### config.mk
export PLATFORM = sky130hd
export DESIGN_NAME = game_ctl
export DESIGN_NICKNAME = d
export VERILOG_FILES = /design/src/rtl/game_pkg.sv /design/src/rtl/game_ctl_edge_det.sv /design/src/rtl/game_ctl.sv
export SDC_FILE = /design/constraint.sdc
export NUM_CORES = 1
export LEC_CHECK = 0
export ABC_AREA = 1
export CAP_MARGIN = 10
export CORE_MARGIN = 10
export CORE_UTILIZATION = 46
export DETAILED_ROUTE_END_ITERATION = 12
export PLACE_DENSITY = 0.7
export SETUP_SLACK_MARGIN = 0.5
export SLEW_MARGIN = 10
export SYNTH_ARGS = -nofsm -noshare
export SYNTH_HDL_FRONTEND = slang
export SYNTH_SLANG_ARGS = --single-unit
### constraint.sdc
create_clock -name pclk -period 2.1 [get_ports pclk]
set_clock_uncertainty 0.05 [all_clocks]
set_input_delay 0.63 -clock pclk [delete_from_list [all_inputs] [get_ports pclk]]
set_output_delay 0.63 -clock pclk [all_outputs]
set_load 0.01 [all_outputs]
### src/rtl/game_pkg.sv
// ============================================================================
// Module      : game_pkg
// Description : Shared definitions for the game controller slice: FSM state
//               encodings, default game parameters and a saturating score
//               increment helper. Imported by game_ctl and its neighbours
//               (ball controller, display overlay).
// Revision    : 1.0 - initial release
// ============================================================================
`default_nettype none

package game_pkg;

    // FSM state encodings (also driven out on state_out)
    localparam logic [2:0] c_ST_IDLE       = 3'd0;
    localparam logic [2:0] c_ST_SERVE_WAIT = 3'd1;
    localparam logic [2:0] c_ST_PLAY       = 3'd2;
    localparam logic [2:0] c_ST_POINT      = 3'd3;
    localparam logic [2:0] c_ST_GAME_OVER  = 3'd4;

    // Game defaults
    localparam int          c_LIVES_DEFAULT       = 3;
    localparam logic [23:0] c_SERVE_DELAY_DEFAULT = 24'd6_500_000;

    localparam logic [9:0]  c_SCORE_MAX = 10'd1023;

    // Score increment that sticks at the maximum instead of wrapping
    function automatic logic [9:0] score_sat_inc(input logic [9:0] i_score);
        return (i_score == c_SCORE_MAX) ? i_score : i_score + 10'd1;
    endfunction

endpackage

`default_nettype wire

### src/rtl/game_ctl_edge_det.sv
// ============================================================================
// Module      : edge_det
// Description : Rising-edge detector. The input level is delayed by one
//               register; o_rise = i_level & ~delayed level.
// Ports       : clk     - clock
//               rst     - asynchronous active-high reset (clears delay reg)
//               i_level - level input, already in the clk domain
//               o_rise  - high for one cycle after a 0->1 transition
// Revision    : 1.0 - initial release
// ============================================================================
`default_nettype none

module edge_det (
    input  logic clk,
    input  logic rst,
    input  logic i_level,
    output logic o_rise
);

    logic r_level_d;

    always_ff @(posedge clk or posedge rst) begin
        if (rst) begin
            r_level_d <= 1'b0;
        end else begin
            r_level_d <= i_level;
        end
    end

    assign o_rise = i_level & ~r_level_d;

endmodule

`default_nettype wire

### src/rtl/game_ctl.sv
// ============================================================================
// Module      : game_ctl
// Description : Game-flow controller for a single-player paddle game. Starts
//               a game on a mouse click, waits out a serve delay, counts
//               paddle returns, tracks lives and reports game over. The ball
//               controller is started/stopped solely by ball_toggle pulses.
// Config      : GAME_CTL_AUTOSERVE_EN - when defined, the serve happens as
//               soon as the serve delay expires; otherwise it waits for the
//               first click after the delay expires.
// Parameters  : PADDLE_X    - ball x at which a paddle return is counted
//               MISS_X      - ball x below which the ball is lost
//               LIVES       - lives per game (1..3)
//               SERVE_DELAY - serve wait length in pclk cycles
// Ports       : pclk          in   pixel clock
//               rst           in   asynchronous active-high reset
//               mouse_left    in   left button level (pclk domain)
//               difficulty_in in   0 easy, 1 hard
//               ball_xpos     in   ball x position [11:0]
//               ball_toggle   out  one-cycle start/stop pulse to ball ctl
//               difficulty    out  difficulty latched at game start
//               score         out  returns this game [9:0], saturating
//               lives         out  lives remaining [1:0]
//               state_out     out  FSM state encoding [2:0]
//               game_over     out  high while in GAME_OVER
// Revision    : 1.0 - initial release
// ============================================================================
`default_nettype none

module game_ctl
    import game_pkg::*;
#(
    parameter int          PADDLE_X    = 60,
    parameter int          MISS_X      = 40,
    parameter int          LIVES       = c_LIVES_DEFAULT,
    parameter logic [23:0] SERVE_DELAY = c_SERVE_DELAY_DEFAULT
) (
    input  logic        pclk,
    input  logic        rst,
    input  logic        mouse_left,
    input  logic        difficulty_in,
    input  logic [11:0] ball_xpos,
    output logic        ball_toggle,
    output logic        difficulty,
    output logic [9:0]  score,
    output logic [1:0]  lives,
    output logic [2:0]  state_out,
    output logic        game_over
);

    localparam logic [11:0] c_PADDLE_X    = 12'(PADDLE_X);
    localparam logic [11:0] c_PADDLE_X_P1 = 12'(PADDLE_X + 1);
    localparam logic [11:0] c_MISS_X      = 12'(MISS_X);
    localparam logic [1:0]  c_LIVES       = 2'(LIVES);
    localparam logic [23:0] c_SERVE_LAST  = SERVE_DELAY - 24'd1;

    // Registered state
    logic [2:0]  r_state;
    logic [9:0]  r_score;
    logic [1:0]  r_lives;
    logic        r_difficulty;
    logic        r_ball_toggle;
    logic        r_game_over;
    logic [23:0] r_serve_cnt;
    logic [11:0] r_xpos_d;

    // Next-state values
    logic [2:0]  w_state_nx;
    logic [9:0]  w_score_nx;
    logic [1:0]  w_lives_nx;
    logic        w_difficulty_nx;
    logic        w_ball_toggle_nx;
    logic        w_game_over_nx;
    logic [23:0] w_serve_cnt_nx;

    logic w_rise;
    logic w_serve_ready;
    logic w_serve;
    logic w_miss;
    logic w_return;

    edge_det u_edge_det (
        .clk     (pclk),
        .rst     (rst),
        .i_level (mouse_left),
        .o_rise  (w_rise)
    );

    assign w_serve_ready = (r_serve_cnt == c_SERVE_LAST);

`ifdef GAME_CTL_AUTOSERVE_EN
    assign w_serve = w_serve_ready;
`else
    assign w_serve = w_serve_ready & w_rise;
`endif

    // A miss is not taken in the cycle right after a toggle pulse, so two
    // pulses can never be back to back (e.g. a ball served from x < MISS_X).
    assign w_miss   = (ball_xpos < c_MISS_X) & ~r_ball_toggle;
    assign w_return = (r_xpos_d == c_PADDLE_X) & (ball_xpos == c_PADDLE_X_P1);

    always_comb begin
        w_state_nx       = r_state;
        w_score_nx       = r_score;
        w_lives_nx       = r_lives;
        w_difficulty_nx  = r_difficulty;
        w_serve_cnt_nx   = r_serve_cnt;
        w_ball_toggle_nx = 1'b0;

        case (r_state)
            c_ST_IDLE: begin
                if (w_rise) begin
                    w_state_nx      = c_ST_SERVE_WAIT;
                    w_score_nx      = 10'd0;
                    w_lives_nx      = c_LIVES;
                    w_difficulty_nx = difficulty_in;
                    w_serve_cnt_nx  = 24'd0;
                end
            end
            c_ST_SERVE_WAIT: begin
                if (w_serve) begin
                    w_ball_toggle_nx = 1'b1;
                    w_state_nx       = c_ST_PLAY;
                end else if (!w_serve_ready) begin
                    w_serve_cnt_nx = r_serve_cnt + 24'd1;
                end
            end
            c_ST_PLAY: begin
                // Miss takes priority over a simultaneous return
                if (w_miss) begin
                    w_ball_toggle_nx = 1'b1;
                    w_lives_nx       = r_lives - 2'd1;
                    w_state_nx       = c_ST_POINT;
                end else if (w_return) begin
                    w_score_nx = score_sat_inc(r_score);
                end
            end
            c_ST_POINT: begin
                if (r_lives == 2'd0) begin
                    w_state_nx = c_ST_GAME_OVER;
                end else begin
                    w_state_nx     = c_ST_SERVE_WAIT;
                    w_serve_cnt_nx = 24'd0;
                end
            end
            c_ST_GAME_OVER: begin
                if (w_rise) begin
                    w_state_nx = c_ST_IDLE;
                end
            end
            default: begin
                w_state_nx = c_ST_IDLE;
            end
        endcase

        w_game_over_nx = (w_state_nx == c_ST_GAME_OVER);
    end

    always_ff @(posedge pclk or posedge rst) begin
        if (rst) begin
            r_state       <= c_ST_IDLE;
            r_score       <= 10'd0;
            r_lives       <= 2'd0;
            r_difficulty  <= 1'b0;
            r_ball_toggle <= 1'b0;
            r_game_over   <= 1'b0;
            r_serve_cnt   <= 24'd0;
            r_xpos_d      <= 12'd0;
        end else begin
            r_state       <= w_state_nx;
            r_score       <= w_score_nx;
            r_lives       <= w_lives_nx;
            r_difficulty  <= w_difficulty_nx;
            r_ball_toggle <= w_ball_toggle_nx;
            r_game_over   <= w_game_over_nx;
            r_serve_cnt   <= w_serve_cnt_nx;
            r_xpos_d      <= ball_xpos;
        end
    end

    assign ball_toggle = r_ball_toggle;
    assign difficulty  = r_difficulty;
    assign score       = r_score;
    assign lives       = r_lives;
    assign state_out   = r_state;
    assign game_over   = r_game_over;

endmodule

`default_nettype wire
Yosys cells after proc, flatten, opt, wreduce, memory -nomap -nowiden

Index checks and enable logic that the tools add are counted.

Add/sub/neg operators: 3
$mul: 0
Divide/modulo/power cells: 0
Order comparisons: 1
Equality and inequality tests: 17
Shifts and indexed selects: 0
Mux-type cells: 22
Bitwise logic cells: 6
Reduce and logical (&&, ||, !) cells: 8

Operators with widths:

| operator              | number |
|---|---|
| $mux 24               | 4 |
| $pmux 24 s3           | 1 |
| $mux 10               | 4 |
| $add 24x1->24 const B | 1 |
| $eq 12x6->1 const B   | 2 |
| $eq 24x23->1 const B  | 1 |
| $pmux 10 s2           | 1 |
| $ne 2x2->1 const B    | 8 |
| $mux 3                | 5 |
| $pmux 3 s5            | 1 |
| $lt 12x6->1 const B   | 1 |
| $add 10x1->10 const B | 1 |
| $eq 10x10->1 const B  | 1 |
| $reduce_and 5->1      | 2 |
| $eq 3x2->1 const B    | 2 |
| $eq 3x3->1 const B    | 2 |
| $and 1x1->1           | 4 |
| $mux 2                | 2 |
| $pmux 2 s2            | 1 |
| $eq 3x1->1 const B    | 1 |
| $logic_not 3->1       | 1 |
| $reduce_and 3->1      | 1 |
| $reduce_bool 3->1     | 1 |
| $logic_not 2->1       | 1 |
| other kinds (6)       | 8 |

Register bits after elaboration: 55
Bits in latches: 0
RAM bits: 0
ROM bits: 0
Input bits: 16
Word-level logic and storage cells: 66
Memories kept: 0

Longest topological paths before layout

Gate-level depths: netlist (run 1).

Depth in word-level cells: 6
Mapped depth: 11

Hierarchy

Synthesis (run 1) repeated with hierarchy kept, for this count alone.

Cell total of the unflattened synthesis: 463
Area, all modules: 3239.4 um^2

By module, submodules not included:

| module   | times used | cells each | area an instance (um^2) |
|---|---|---|---|
| game_ctl | 1          | 459        | 3200.6 |
| edge_det | 1          | 4          | 38.8 |

Worst setup path before layout (run 1)

OpenSTA, ideal clock, no wires.

Path type: input to register
From: input port mouse_left
To: register r_score[0], in the netlist score[0]
Library setup time: 0.066 ns
Arrival: 1.609 ns
Data required time: 1.984 ns
Slack: 0.375 ns
Cell stages on the path: 7
Buffers on the path: 1
Path through: inv_1 > nor2_1 > inv_1 > a211oi_1 > clkbuf_1 > nand4_1 > nand2_1

Cells in the longest elaborated chain, start to end: 3

RTL lines:

| element                    | RTL line                | RTL |
|---|---|---|
| start, declared            | game_ctl.sv:39          | `input logic mouse_left,` |
| $and 1x1->1                | game_ctl_edge_det.sv:30 | `assign o_rise = i_level & ~r_level_d;` |
| $ne 2x2->1 (no line)       | -                       |  |
| $reduce_and 5->1 (no line) | -                       |  |
| end signal, assigned       | game_ctl.sv:170         | `r_score <= w_score_nx;` |
| end, declared              | game_ctl.sv:58          | `logic [9:0] r_score;` |

Every way passes these cells.
A chain may end at the register's enable or synchronous reset.

Worst setup path in the final report (run 1)

From: register r_score[4], in the netlist score[4]
To: register r_score[5], in the netlist score[5]

Cells in the longest elaborated chain, start to end: 5
Elaborated cells on any way between the ends: 8

RTL lines:

| element       | RTL line        | RTL |
|---|---|---|
| $add 10x1->10 | game_pkg.sv:28  | `return (i_score == c_SCORE_MAX) ? i_score : i_score + 10'd1;` |
| $mux 10       | game_pkg.sv:28  |  |
| $mux 10       | game_ctl.sv:133 | `end else if (w_return) begin` |
| $mux 10       | game_ctl.sv:129 | `if (w_miss) begin` |
| $pmux 10 s2   | game_ctl.sv:109 | `case (r_state)` |

Several ways; a longest one is shown, not always the timed one. The select of a mux whose other input is x is not followed.

==> metrics, run 1 <==
Post-Syn Area 3120 um^2; pwr/cell area 642 nW/um^2; via/cell ratio 5.38; Iter 0 DRT Violations 153; Slew headroom 79.1%; hpwl dp 5540 um; CTS Hold Bufs 0; first-pass GRT wire length 14600 um; max-cap violations 0; CTS tree built; Leak 2.00 nW; fill cell count 525; Crit Path Class reg2reg; Slew Viols, Final 0; initial antenna violation count 0; global route total overflow 0; fraction of layout cells with a size suffix above 1 31.4%; Port Buffers 33; Gate Count Post-Synth 447; Commonest cells post-synth nand2_1 (155), nor2_1 (80), dfrtp_1 (55), inv_1 (37), nand3_1 (36); worst slew pin tran 0.313 ns; YS warnings 0; Initial Utilization 48.3%; drt drc 0; number of synthesized flops with an enable pin 0; die width 102 um; Hold Fails Final Rpt 0; core area 6460 um^2; nature of the critical path startpoint flop; number of global-route vias before repair 3135; Clock Latency Late Sink 0.32 ns; antenna diode count 0; FF+latch count, synth 55; Hold Crit Start difficulty; most frequent cell after synthesis nand2_1; Synth top area share 44.1%; Worst VDD drop 0.523 mV; Worst EP arrival 1.94 ns; RePlAce Congestion 0.940; TritonRoute pass-1 iters 4; Register-to-Register Setup Slack 0.37 ns; ys async rst share 100%; reg2reg end score[5]; status completed; pin count of the biggest net entering global routing 56; Hold WS 0.477 ns; distinct cell type count after synthesis 27; CP Max Fanout 5; HP Class reg2reg; Routed WL per cell 15.8 um; Multi-input gate area 1830 um^2; area delta synth->final 39.8%; Final Cycle Share 82.4%; sequential area share after synthesis 44.1%; wirelength, routed 9700 um; CTS Root Cell clkbuf_8; die footprint 10500 um^2; Final ANT Viol Nets 0; post-synth top area cell dfrtp_1; # rows 29; fmax 0.578 GHz; Final nets 557; CTS Buf Count 5; clk sinks 55; Main synth FF type dfrtp_1; die height 102 um; RSZ-0062 raised after global routing yes; IO Count 34; Layout Cells excl Fill 616; Placed Instances 566; fin crit period 1.73 ns; Vias 3313; hold worst-path end difficulty; hold depth 1; Worst Setup SP score[4]; Tot GR Track Use 17.1%; post-synthesis area per instance 6.98 um^2; clock-pin slew on the worst setup and hold paths 0.11 ns; Crit. End Element flop; Final setup viols 0; top post-synthesis cells by area dfrtp_1 (44%), nand2_1 (19%), nor2_1 (9.6%), nand3_1 (5.8%), inv_1 (4.5%); register area 1390 um^2; startpoint of the worst-slack reg-to-reg timing path score[4]; FF-to-FF path depth 10; htree depth 2; Max Buffers Root-to-Sink 2; Worst Path Required 2.31 ns; Synthesized Nets 466
-- cell families (layout without fill, tap and decap cells) --
logic type	after synthesis	count (layout)	share of synthesized area [%]
and+or+nand+nor	301	302	40.3
muxes	1	1	0.361
buffers and inverters	49	140	6.42
DFF	55	55	44.1
AOI/OAI and AO/OA	27	27	4.57
xor gates and xnor gates	11	11	3.09
adders and majority gates	3	3	1.20
-- metrics by stage --
step	util [%]	power (W)	setup TNS, ns	area [um^2]	setup WS (ns)
after floorplan	-	0.00175	0	3160	0.513
after global placement	56.9	0.00196	-1.24	3670	-0.0746
after detailed placement	56.9	0.00198	-1.76	3670	-0.108
after CTS	62.0	0.00268	0	4010	0.431
after global routing	67.6	0.00297	0	4360	0.278
final	67.6	0.00280	0	4360	0.370
-- cell usage in the layout (no fill, tap or decap), drive strengths merged --
| master | Yosys | layout |
|---|---|---|
| a211oi | 1 | 1 |
| nor3 | 4 | 4 |
| ha | 3 | 3 |
| nand2 | 156 | 156 |
| dfrtp | 55 | 55 |
| nand3b | 2 | 2 |
| nand4 | 14 | 14 |
| or2 | 4 | 4 |
| clkinv | 0 | 2 |
| xnor2 | 5 | 5 |
| nor2 | 83 | 83 |
| buf | 3 | 74 |
| mux2 | 1 | 1 |
| clkdlybuf4s50 | 0 | 2 |
| xor2 | 6 | 6 |
| inv | 41 | 40 |
| clkinvlp | 0 | 2 |
| and2 | 1 | 1 |
| o21bai | 2 | 2 |
| nand3 | 37 | 38 |
| a21oi | 6 | 6 |
| dlygate4sd2 | 0 | 13 |
| clkbuf | 5 | 7 |
| o21ai | 18 | 18 |
-- what timing repair did --
action                                  4_1_cts  5_1_grt
buffers inserted                             25       12
gates resized for setup                     118       85
pin swaps                                    13       37
endpoints found under the setup margin       56       40
gates cloned                                  4        1
-- worst max-delay path: stages (launching register included) --
cell	delay, ns
dfrtp_1	0.38
buf_4	0.15
nand2_1	0.09
nor2_2	0.17
nand2_2	0.10
nor3_4	0.21
nand2_2	0.10
buf_6	0.14
nand3_4	0.13
nand2_2	0.07
nand2_1	0.07
-- final cells by class --
cell class	instances	area share, %
Multi-Input combinational cell	344	41.9
Tap cell	77	2.21
Inverter	41	4.04
Clock buffer	5	1.58
Clock inverter	3	0.660
Timing Repair Buffer	91	17.8
Sequential cell	55	31.8
-- layer usage --
layer / routed length [um] / GRT usage, % / vias to the layer above / share of wire [%]
met2: 4950 / 28.8 / 134 / 51
met3: 529 / 2.97 / 33 / 5.5
li1: - / - / 1600 / -
met4: 305 / 8.46 / 0 / 3.1
met5: 0 / 0 / - / 0
met1: 3920 / 20.6 / 1546 / 40
-- worst max-delay path by stage --
stage                     cells after the start           end  slack [ns]
after floorplan                              10      score[9]        0.51
after global placement                        8      score[2]       -0.07
after detailed placement                      8      score[5]       -0.11
after CTS                                     1  state_out[0]        0.43
after global routing                         11      score[5]        0.28
final                                        10      score[5]        0.37
-- where the power goes --
group	total [W]	leakage (nW)	internal [W]	switching, W
combinational	0.000788	1.25	0.000369	0.000419
sequential	0.00138	0.703	0.00120	0.000178
clock	0.000634	0.0502	0.000248	0.000386
-- registers in the layout (all words and copies together), names as in the netlist --
name / cells
r_serve_cnt: 24
r_xpos_d: 12
score: 10
state_out: 3
lives: 2
ball_toggle: 1
difficulty: 1
game_over: 1
u_edge_det.r_level_d: 1
Note: power is estimated with default switching activity, not from simulation.
==> run 2: changes to the inputs <==
- PLACE_DENSITY: 0.7 -> 0.67
- clock period: 2.1 -> 1.7 ns (I/O delays scaled with it)
==> run 2 against run 1 <==
Net effect: flip-flop and latch count did not move; largest power group unchanged; first-iteration DRC count grew 4.6%; die area did not move; setup slack worse by 0.29 ns; highest routed layer unchanged.
==> metrics, run 2 (synthesis gave the netlist of run 1 again) <==
Crit. End Element output pin; first-pass GRT wire length 14200 um (-2.4%); HP Class in2reg; Top delay family on crit path flip-flops; RePlAce Congestion 0.917 (-2.5%); clk sinks 55 (unchanged); area delta synth->final 52.1%; WL met2 4970 um (+0.51%); Register-to-Register Setup Slack 0.11 ns (-0.26 ns); Critical Path Max Stage Delay 0.47 ns (+0.09 ns); pwr/cell area 757 nW/um^2 (+18%); via/cell ratio 5.24 (-2.6%); hold depth 1 (unchanged); CP Max Fanout 4 (-1); number of global-route vias before repair 3082 (-1.7%); Tot GR Track Use 16.8% (-0.34 points); max-cap violations 0 (unchanged); CTS tree built; status completed; fin crit period 1.62 ns; Max Buffers Root-to-Sink 2 (unchanged); hpwl dp 5990 um (+8.2%); clock-pin slew on the worst setup and hold paths 0.10 ns (about the same); die height 102 um (unchanged); routed wl met3 506 um (-4.3%); Crit Path Class reg2out; Worst EP arrival 1.06 ns (-0.88 ns); CTS Hold Bufs 0 (unchanged); Initial Utilization 48.3% (unchanged); CTS Root Cell clkbuf_8; Largest register FFs 24 (unchanged); Worst Path Required 1.14 ns (-1.17 ns); Final ANT Viol Nets 0 (unchanged); top layer in use met4; CP bufs+invs 2 (unchanged); # rows 29 (unchanged); wirelength, routed 9530 um (-1.8%); Slew headroom 78.6% (-0.51 points); Largest Register r_serve_cnt; CP cell instances buf_4, buf_6; wl on met1 3820 um (-2.6%); Hold Fails Final Rpt 0 (unchanged); startpoint of the worst-slack reg-to-reg timing path score[0]; CTS Buf Count 5 (unchanged); Hold Crit Start ball_xpos[1]; dpl ws -0.401 ns (-0.292 ns); reg2reg end score[8]; global route total overflow 0 (unchanged); Leak 2.17 nW (+8.7%); slowest CP cell dfrtp_2; FF-to-FF path depth 10 (unchanged); Final nets 584 (+4.8%); fmax 0.619 GHz; most common cell after layout, fill and taps aside nand2_1; die width 102 um (unchanged); Slew Viols, Final 0 (unchanged); final core utilization 73.5% (+5.9 points); Iter 0 DRT Violations 160 (+4.6%); nature of the critical path startpoint flop; hold worst-path end r_xpos_d[1]; initial antenna violation count 0 (unchanged); setup TNS 0 ns (unchanged); final worst setup slack 0.0842 ns (-0.286 ns); Vias 3369 (+1.7%); antenna diode count 0 (unchanged); Port Buffers 33 (unchanged); Worst VDD drop 0.663 mV (+27%); Final Cycle Share 95.0%; Routed WL per cell 14.8 um (-6.0%); IO Count 34 (unchanged); worst slew pin tran 0.322 ns (+0.00886 ns); die footprint 10500 um^2 (unchanged); RSZ-0062 raised after global routing yes; pin count of the biggest net entering global routing 31 (-45%); Final setup viols 0 (unchanged); most frequent cells in the layout nand2_1 (110), buf_4 (64), nor2_1 (55); fraction of layout cells with a size suffix above 1 42.0% (+11 points); Clock Latency Late Sink 0.32 ns (about the same); fill cell count 508 (-3.2%); core area 6460 um^2 (unchanged); TritonRoute pass-1 iters 5 (+1); drt drc 0 (unchanged); htree depth 2 (unchanged)
[run 2: cell count changes in the layout (fill, tap and decap cells not counted), moves of 6 or more]
cell | before | now
nand2_1 | 126 | 110
nor2_1 | 65 | 55
nand2_2 | 25 | 40
buf_4 | 41 | 64
buf_6 | 12 | 29
buf_2 | 16 | 6
nor2_2 | 11 | 17
[run 2: metrics by stage]
step / instances / power (W) / instance area [um^2] / hold slack, ns
floorplan: 447 / 0.00218 / 3200 / 0.435
global placement: 590 / 0.00256 / 3890 / 0.431
detailed placement: 590 / 0.00259 / 3890 / 0.438
CTS: 627 / 0.00339 / 4260 / 0.383
global route: 643 / 0.00380 / 4750 / 0.376
finish: 643 / 0.00359 / 4750 / 0.384
[run 2: report_power, final]
| group | switching, W | internal, W |
|---|---|---|
| Clock | 0.000451 | 0.000297 |
| Combinational | 0.000639 | 0.000544 |
| Sequential | 0.000178 | 0.00149 |
[run 2: layout make-up]
type	instances	area (um^2)	share of cell area (%)
Sequential cell	55	1390	29.3
Tap cell	77	96.3	2.03
Clock inverter	2	16.3	0.343
Multi-Input combinational cell	344	1960	41.3
Timing Repair Buffer	118	1040	21.8
Inverter	41	171	3.61
Clock buffer	6	72.6	1.53
[run 2: how the worst max path moves through the flow]
stage                   startpoint        endpoint  slack [ns]  cells past startpoint
global route            mouse_left        score[9]        0.02                      9
floorplan           r_serve_cnt[1]  r_serve_cnt[1]        0.15                     10
CTS                       score[0]        score[0]        0.20                      1
detailed placement      mouse_left        score[5]       -0.40                      8
global placement        mouse_left        score[7]       -0.33                      8
finish                    score[0]        score[0]        0.08                      2
[run 2: repair_timing]
| item | CTS | global route |
|---|---|---|
| pin swaps | 35 | 24 |
| setup endpoints to repair | 60 | 58 |
| gates cloned | 3 | 0 |
| resized for setup | 146 | 109 |
| setup buffers | 26 | 16 |
[run 2: per-layer routing]
metal,vias up,global-route usage [%]
met5,-,0
met4,0,5.31
met3,22,3.37
met2,107,30.3
met1,1589,19.4
li1,1651,-
